[config.mk]
export PLATFORM = sky130hd
export DESIGN_NAME = perf_counter_multi
export DESIGN_NICKNAME = d
export VERILOG_FILES = /design/src/rtl/perf_counter_pkg.sv /design/src/rtl/perf_counter_section.sv /design/src/rtl/perf_counter_multi.sv
export SDC_FILE = /design/constraint.sdc
export NUM_CORES = 1
export LEC_CHECK = 0
export CAP_MARGIN = 0
export CORE_UTILIZATION = 45
export CTS_CLUSTER_SIZE = 30
export DETAILED_ROUTE_END_ITERATION = 8
export GPL_TIMING_DRIVEN = 0
export PLACE_DENSITY = 0.68
export SYNTH_ARGS = -nofsm -noshare
export SYNTH_HDL_FRONTEND = slang
export SYNTH_HIERARCHICAL = 1
export SYNTH_SLANG_ARGS = --single-unit
[constraint.sdc]
create_clock -name clk -period 4.6 [get_ports clk]
set_input_delay 0.46 -clock clk [delete_from_list [all_inputs] [get_ports clk]]
set_output_delay 0.46 -clock clk [all_outputs]
set_load 0.01 [all_outputs]
[src/rtl/perf_counter_pkg.sv]
// perf_counter_pkg: shared constants for the multi-section perf counter.
// Register offsets, status bit positions and the global-reset bit.
package perf_counter_pkg;

    typedef enum logic [1:0] {
        OFF_TIME_LO = 2'd0,
        OFF_TIME_HI = 2'd1,
        OFF_EVENT   = 2'd2,
        OFF_STATUS  = 2'd3
    } offset_e;

    localparam int ST_ENABLE    = 0;
    localparam int ST_TIME_OVF  = 1;
    localparam int ST_EVENT_OVF = 2;

    localparam int GLOBAL_RESET_BIT = 0;

endpackage

[src/rtl/perf_counter_section.sv]
// perf_counter_section: one measurement section.
// Holds enable, time/event counters, high-word snapshot and sticky flags.
module perf_counter_section
    import perf_counter_pkg::*;
#(
    parameter int TIME_W   = 64,
    parameter int EVENT_W  = 32,
    parameter bit SATURATE = 1'b0
) (
    input  logic               clk,
    input  logic               reset_n,
    input  logic               stop,
    input  logic               go,
    input  logic               global_enable,
    input  logic               global_reset,
    input  logic               snap,
    input  logic [1:0]         w1c,
    output logic               enable,
    output logic [31:0]        time_lo,
    output logic [EVENT_W-1:0] event_cnt,
    output logic [TIME_W-33:0] snapshot,
    output logic               time_ovf,
    output logic               event_ovf
);

    logic [TIME_W-1:0] time_cnt;
    logic [TIME_W-1:0] time_nxt;
    logic              time_inc;
    logic              event_inc;
    logic              time_max;
    logic              event_max;

    assign time_inc  = enable & global_enable;
    assign event_inc = go & global_enable;
    assign time_max  = &time_cnt;
    assign event_max = &event_cnt;
    assign time_lo   = time_cnt[31:0];

    assign time_nxt = global_reset ? '0
                    : (time_inc && !(SATURATE && time_max)) ? time_cnt + TIME_W'(1)
                    : time_cnt;

    // Time counter takes its precomputed next value every cycle
    always_ff @(posedge clk or negedge reset_n) begin
        if (!reset_n) begin
            time_cnt <= '0;
        end else begin
            time_cnt <= time_nxt;
        end
    end

    // Enable, event counter and snapshot; global reset overrides all
    always_ff @(posedge clk or negedge reset_n) begin
        if (!reset_n) begin
            enable    <= 1'b0;
            event_cnt <= '0;
            snapshot  <= '0;
        end else if (global_reset) begin
            enable    <= 1'b0;
            event_cnt <= '0;
            snapshot  <= '0;
        end else begin
            if (go) begin
                enable <= 1'b1;
            end else if (stop) begin
                enable <= 1'b0;
            end
            if (event_inc && !(SATURATE && event_max)) begin
                event_cnt <= event_cnt + EVENT_W'(1);
            end
            if (snap) begin
                snapshot <= time_cnt[TIME_W-1:32];
            end
        end
    end

    // Sticky overflow flags: a new overflow wins over a W1C clear
    always_ff @(posedge clk or negedge reset_n) begin
        if (!reset_n) begin
            time_ovf  <= 1'b0;
            event_ovf <= 1'b0;
        end else if (global_reset) begin
            time_ovf  <= 1'b0;
            event_ovf <= 1'b0;
        end else begin
            if (time_inc && time_max) begin
                time_ovf <= 1'b1;
            end else if (w1c[0]) begin
                time_ovf <= 1'b0;
            end
            if (event_inc && event_max) begin
                event_ovf <= 1'b1;
            end else if (w1c[1]) begin
                event_ovf <= 1'b0;
            end
        end
    end

endmodule

[src/rtl/perf_counter_multi.sv]
// perf_counter_multi: Avalon-MM multi-section performance counter.
// Section 0 gates counting everywhere and owns the global reset.
module perf_counter_multi
    import perf_counter_pkg::*;
#(
    parameter int NUM_SECTIONS = 4,
    parameter int ADDR_W       = 4,
    parameter int TIME_W       = 64,
    parameter int EVENT_W      = 32,
    parameter bit SATURATE     = 1'b0
) (
    input  logic              clk,
    input  logic              reset_n,
    input  logic [ADDR_W-1:0] address,
    input  logic              begintransfer,
    input  logic              write,
    input  logic              read,
    input  logic [31:0]       writedata,
    output logic [31:0]       readdata
);

    localparam int SEC_W = ADDR_W - 2;

    logic [SEC_W-1:0]        sec;
    offset_e                 off;
    logic                    wr_stb;
    logic                    rd_stb;
    logic                    global_reset;
    logic                    global_enable;
    logic                    unused_wdata;
    logic [31:0]             rd_mux;

    logic [NUM_SECTIONS-1:0] hit;
    logic [NUM_SECTIONS-1:0] stop;
    logic [NUM_SECTIONS-1:0] go;
    logic [NUM_SECTIONS-1:0] snap;
    logic [NUM_SECTIONS-1:0] enable;
    logic [NUM_SECTIONS-1:0] time_ovf;
    logic [NUM_SECTIONS-1:0] event_ovf;
    logic [31:0]             time_lo   [NUM_SECTIONS];
    logic [EVENT_W-1:0]      event_cnt [NUM_SECTIONS];
    logic [TIME_W-33:0]      snapshot  [NUM_SECTIONS];

    assign sec    = address[ADDR_W-1:2];
    assign off    = offset_e'(address[1:0]);
    assign wr_stb = write & begintransfer;
    assign rd_stb = read & begintransfer;

    assign global_reset  = stop[0] & writedata[GLOBAL_RESET_BIT];
    assign global_enable = enable[0] | go[0];
    assign unused_wdata  = ^writedata[31:3];

    for (genvar s = 0; s < NUM_SECTIONS; s++) begin : gen_sec
        logic       wr_status;
        logic [1:0] w1c;

        assign hit[s]    = (sec == SEC_W'(s));
        assign stop[s]   = wr_stb & hit[s] & (off == OFF_TIME_LO);
        assign go[s]     = wr_stb & hit[s] & (off == OFF_TIME_HI);
        assign snap[s]   = rd_stb & hit[s] & (off == OFF_TIME_LO);
        assign wr_status = wr_stb & hit[s] & (off == OFF_STATUS);
        assign w1c       = {2{wr_status}}
                         & writedata[ST_EVENT_OVF:ST_TIME_OVF];

        perf_counter_section #(
            .TIME_W   (TIME_W),
            .EVENT_W  (EVENT_W),
            .SATURATE (SATURATE)
        ) u_sec (
            .clk           (clk),
            .reset_n       (reset_n),
            .stop          (stop[s]),
            .go            (go[s]),
            .global_enable (global_enable),
            .global_reset  (global_reset),
            .snap          (snap[s]),
            .w1c           (w1c),
            .enable        (enable[s]),
            .time_lo       (time_lo[s]),
            .event_cnt     (event_cnt[s]),
            .snapshot      (snapshot[s]),
            .time_ovf      (time_ovf[s]),
            .event_ovf     (event_ovf[s])
        );
    end

    // Read mux; unimplemented sections fall through to zero
    always_comb begin
        rd_mux = '0;
        for (int s = 0; s < NUM_SECTIONS; s++) begin
            if (sec == SEC_W'(s)) begin
                unique case (off)
                    OFF_TIME_LO: rd_mux = time_lo[s];
                    OFF_TIME_HI: rd_mux = 32'(snapshot[s]);
                    OFF_EVENT:   rd_mux = 32'(event_cnt[s]);
                    OFF_STATUS:  rd_mux = {29'b0, event_ovf[s],
                                           time_ovf[s], enable[s]};
                endcase
            end
        end
    end

    // Registered read data, refreshed every cycle
    always_ff @(posedge clk or negedge reset_n) begin
        if (!reset_n) begin
            readdata <= '0;
        end else begin
            readdata <= rd_mux;
        end
    end

endmodule
### After elaboration in Yosys (flattened, before gate mapping)

Cells that the tools add are included.

* ROM bits: 0
* bits in latches: 0
* register bits: 556
* memory bits (writable): 0
* output and inout bits: 32
* memories: 0

* $add $sub $neg: 8
* shift-type cells: 0
* reduce and logical (&&, ||, !) cells: 42
* bitwise logic cells: 40
* multiply operators: 0
* multiplexer cells: 68
* divide/modulo/power cells: 0
* equality and inequality tests: 6
* $lt $le $gt $ge: 0

Operators with widths (count)
* 32-bit two-way mux: 20
* 64-bit two-way mux: 8
* 32-bit one-hot mux with 4 select lines: 4
* 64-bit by 1-bit adder with 64-bit output (second input constant): 4
* 64-bit AND reduction: 4
* 32-bit by 1-bit adder with 32-bit output (second input constant): 4
* 32-bit AND reduction: 4
* 1-bit two-way mux: 36
* 3-bit nonzero test: 12
* 1-bit bitwise AND: 35
* 2-bit nonzero test: 12
* 2-bit bitwise AND: 4
* 2-bit equality test (second input constant): 4
* 1-bit logical AND: 8
* 2-bit by 1-bit equality test with 1-bit output (second input constant): 2
* 2-bit zero test: 2
* 1-bit OR: 1

### Longest topological paths before layout

* word-level depth: 8
* mapped depth: 12
* depth with buffers taken out: 8

### Modules after synthesis

Netlist, hierarchy kept.

Modules (own cells, without submodules)
* perf_counter_section (gen_sec[1].u_sec ...): instances 3, cells each 692, area each 6580.1 µm²
* perf_counter_section (gen_sec[0].u_sec): instances 1, cells each 676, area each 6581.3 µm²
* perf_counter_multi: instances 1, cells each 404, area each 4471.8 µm²

### Least setup slack after synthesis

No wires, ideal clock.

* path kind: in2reg
* start point: in address[2]
* end point: reg gen_sec[1].u_sec.time_cnt[61]
* cell stages on the path: 12
* buffers on the path: 4
* arrival: 3.759 ns
* path slack: 0.705 ns
* path through: buf_2 > nor2_1 > nand3_1 > o21bai_1 > nand4_1 > or2_2 > clkbuf_1 > or4_4 > buf_6 > clkbuf_1 > o21ai_0 > a21oi_1

* word-level cells in the longest chain between the ends: 6

RTL lines
* from (decl): RTL line perf_counter_multi.sv:14 `input logic [ADDR_W-1:0] address,`
* 2-bit zero test: RTL line perf_counter_multi.sv:57 `assign hit[s] = (sec == SEC_W'(s));`
* 1-bit bitwise AND (2 in a row): RTL line perf_counter_multi.sv:59 `assign go[s] = wr_stb & hit[s] & (off == OFF_TIME_HI);`
* 1-bit OR: RTL line perf_counter_multi.sv:50 `assign global_enable = enable[0] | go[0];`
* named net global_enable: RTL line perf_counter_multi.sv:29 `logic global_enable;`
* 1-bit bitwise AND: RTL line perf_counter_section.sv:33 `assign time_inc = enable & global_enable;`
* 2-bit nonzero test (no source line)
* to (signal assigned): RTL line perf_counter_section.sv:48 `time_cnt <= time_nxt;`
* to (decl): RTL line perf_counter_section.sv:26 `logic [TIME_W-1:0] time_cnt;`

The timed path passes the listed nets, and every way through them passes these cells.
A chain may end at the register's enable or synchronous reset.

### Final worst setup path

* start point: in address[1]
* end point: reg gen_sec[1].u_sec.time_cnt[54]

* word-level cells in the longest chain between the ends: 5

RTL lines (RTL line)
* 2-bit by 1-bit equality test with 1-bit output: perf_counter_multi.sv:59
* 1-bit bitwise AND: perf_counter_multi.sv:59
* 1-bit OR: perf_counter_multi.sv:50
* named net global_enable: perf_counter_multi.sv:29
* 1-bit bitwise AND: perf_counter_section.sv:33
* 2-bit nonzero test (no source line)

The timed path passes the listed nets, and every way through them passes these cells.

==> impl_metrics.json <==
{
  "status": "completed",
  "power_frac_clock": 0.480,
  "crit_buf_inv": 5,
  "cts_buffers": 61,
  "row_count": 95,
  "critPathCaptureType": "register",
  "postCtsSetupRepairBufs": 0,
  "grt_pass1_vias": 23636,
  "crit_top_cell": "nand4_1",
  "startpoint": "address[1]",
  "dr.first_iter.drc_count": 2511,
  "multiInputGateArea_sq_um": 14900,
  "grt_pass1_wl_um": 141000,
  "max_freq_ghz": 0.219,
  "crit_required_ps": 5150,
  "synth_top_area_frac": 0.452,
  "swShare": 0.241,
  "ant_nets": 0,
  "syn_area_sq_um": 30800,
  "synth_top_family_by_area": "simple AND/OR/NAND/NOR gates",
  "p_leak_uw": 0.0148,
  "critPathTopFamily": "simple AND/OR/NAND/NOR gates",
  "synth_ff_type": "dfrtp_1",
  "final-seq-area_sq_um": 13900,
  "grt_max_degree": 111,
  "layout-drive-gt1-share": 0.109,
  "fin_ws_ps": 33.9,
  "vias": 24958,
  "worstSkewPairLatency_ps": 660,
  "ios": 73,
  "hold_start": "address[2]",
  "cp_cell_sequence": "clkdlybuf4s50_1 > buf_2 > buf_1 > nand2b_1 > o21bai_4 > buf_8 > nand4_1 > nor4_2 > nand4_1 > clkbuf_1 > or3_1 > a21oi_1",
  "sequentialPowerShare": 0.454,
  "initial_utilization": 0.457,
  "cp-start-kind": "primary input",
  "die_h_um": 264,
  "fp.dieW_um": 264,
  "final-setup-viol-count": 0,
  "grt_util_all_layers": 0.260,
  "nNetsFinal": 3318,
  "routedWlPerCell_um": 21.5,
  "skew_ps": 33.9,
  "antenna_found_initial": 8,
  "vias_per_cell": 5.95,
  "ctsRootBufferMaster": "clkbuf_16",
  "ys_top_cells_by_count": "dfrtp_1 (556), nor2_1 (434), mux2i_1 (244)",
  "ys_seq_area_frac": 0.452,
  "slew_headroom": 0.176,
  "cp_slowest_cell": "nor4_2",
  "routed_wl_um": 90300,
  "worstMarginPinSlew_ps": 1230,
  "rsz0062_at_grt": "no",
  "routabilityCongestion": 0.987,
  "hp-class": "in -> reg",
  "report.final.slew_viol_count": 0,
  "clockBufferDepth": 3,
  "drcViolationCount": 0,
  "fill_cells": 6175,
  "synth_edf_count": 0,
  "synth_warnings": 6,
  "synth_area_leaders": "dfrtp_1 (45%), mux2i_1 (7.9%), nor2_1 (5.3%)",
  "fin_area_sq_um": 34800,
  "core_sq_um": 67400,
  "synthMuxAreaShare": 0.109,
  "min_period_ps": 4570,
  "yosysMostFrequentCell": "dfrtp_1",
  "hpwl_um": 65400,
  "cts_tree": "done",
  "async_reset_ff_frac": 1.00,
  "timing.final.crit_share": 0.993,
  "crit_fanout": 14,
  "port-buffer-count": 42,
  "crit_arrival_ps": 5120,
  "avgSynthCellArea_sq_um": 9.76,
  "power_density_nw_per_um2": 325,
  "preCtsSetupSlack_ps": -868,
  "p_int_uw": 8580,
  "die_area_sq_um": 69500,
  "p_switching_uw": 2730,
  "clkTransAtPathRegs_ps": 60,
  "synth-simple-area-share": 0.218,
  "place_area_sq_um": 32500,
  "synth_compound_area_frac": 0.0853,
  "syn_inst": 3156,
  "ys_types": 48,
  "synth_fa_ha_area_frac": 0.00325,
  "max-cap-violations": 0,
  "ys_ff_latch": 556,
  "cts.sinks": 556,
  "synthXorXnorAreaFrac": 0.0666,
  "synth_area_leader_cell": "dfrtp_1",
  "syn-num-nets": 3205,
  "crit_type": "in -> reg",
  "syn_to_final_growth_pct": 12.9,
  "hold_viol": 0,
  "combinationalPowerShare": 0.066,
  "ir_worst_vdd_mv": 0.261,
  "regToRegStartpoint": "gen_sec[0].u_sec/enable",
  "cts_max_level": 2,
  "grt-ovfl-total": 0,
  "cpPeakStageDelay_ps": 720,
  "first_pass_iters": 6
}
==> worst reg2reg max path: stages, from the launching register on <==
cell and delay, ps:
dfrtp_1 490, o21bai_4 290, buf_8 220, nand4_1 270
nor4_2 720, nand4_1 400, clkbuf_1 340, or3_1 380
a21oi_1 160
==> cell families after synthesis <==
family | Yosys count
xor gates and xnor gates | 234
adders and majority gates | 8
AOI/OAI and AO/OA | 421
and+or+nand+nor | 1293
DFF | 556
muxes | 285
buffers and inverters | 359
==> per-stage QoR <==
stage | std cells | hold slack, ps | setup TNS (ps) | util | total power (uW)
after floorplan | 3156 | 164 | 0 | - | 5640
after global placement | 4071 | 502 | - | 0.479 | 5940
after detailed placement | 4078 | 508 | -54100 | 0.482 | 5960
after CTS | 4193 | 302 | 0 | 0.515 | 11400
after global routing | 4195 | 408 | 0 | 0.516 | 11700
final | 4195 | 340 | 0 | 0.516 | 11300
==> per-layer routing <==
| layer | wire (um) | part of all wire | track usage | vias up |
|---|---|---|---|---|
| li1 | - | - | - | 11434 |
| met2 | 40500 | 0.45 | 0.396 | 851 |
| met4 | 2740 | 0.030 | 0.0827 | 8 |
| met1 | 39500 | 0.44 | 0.369 | 12492 |
| met5 | 66 | 0.00073 | 0 | - |
| met3 | 7420 | 0.082 | 0.0566 | 173 |
==> cell usage in the layout, fill, tap and decap left out, drive strengths merged, types with 123 or more instances in the layout <==
| cell | count |
|---|---|
| nand4 | 136 |
| a21oi | 156 |
| buf | 206 |
| dfrtp | 556 |
| o21ai | 123 |
| mux2i | 244 |
| nor2 | 434 |
| xor2 | 135 |
| nand3 | 160 |
| nand2 | 156 |
| clkbuf | 208 |
==> repair_timing <==
item	CTS	global route
hold buffers	1	0
endpoints found under the setup margin	25	28
hold endpoints to repair	104	0
gates resized for setup	3	2
==> area by class of cell <==
cell class                 count  area share
tap                          873      0.0314
multi-input combinational   2241       0.429
sequential                   556       0.400
timing repair buffer          50      0.0171
clock buffer                  87      0.0513
clock inverter                27      0.0128
antenna                        2    0.000144
inverter                      40     0.00432
buffer                       319      0.0537
==> path summary, 6_finish.rpt <==
path	endpoint	slack, ps	depth (start not counted)
min in group asynchronous	gen_sec[3].u_sec/time_cnt[39]	450	2
max in group asynchronous	readdata[25]	2610	4
min	readdata[0]	340	3
max reg2reg	gen_sec[1].u_sec/time_cnt[54]	1210	8
max	gen_sec[1].u_sec/time_cnt[54]	30	12
min reg2reg	gen_sec[2].u_sec/snapshot[19]	520	2
==> registers in the layout (all words and copies together) (netlist names) <==
signal and flops:
gen_sec.u_sec/snapshot 128, gen_sec.u_sec/event_cnt 128, gen_sec.u_sec/time_ovf 4, readdata 32, gen_sec.u_sec/event_ovf 4, gen_sec.u_sec/enable 4, gen_sec.u_sec/time_cnt 256
==> power groups by stage <==
stage / clock [uW] / combinational (uW) / sequential (uW)
2_1_floorplan: 0 / 456 / 5190
3_3_place_gp: 0 / 706 / 5240
3_5_place_dp: 0 / 739 / 5220
4_1_cts: 5510 / 744 / 5140
5_1_grt: 5690 / 819 / 5160
6_report: 5420 / 747 / 5140
Power figures use the tool's default switching activity.
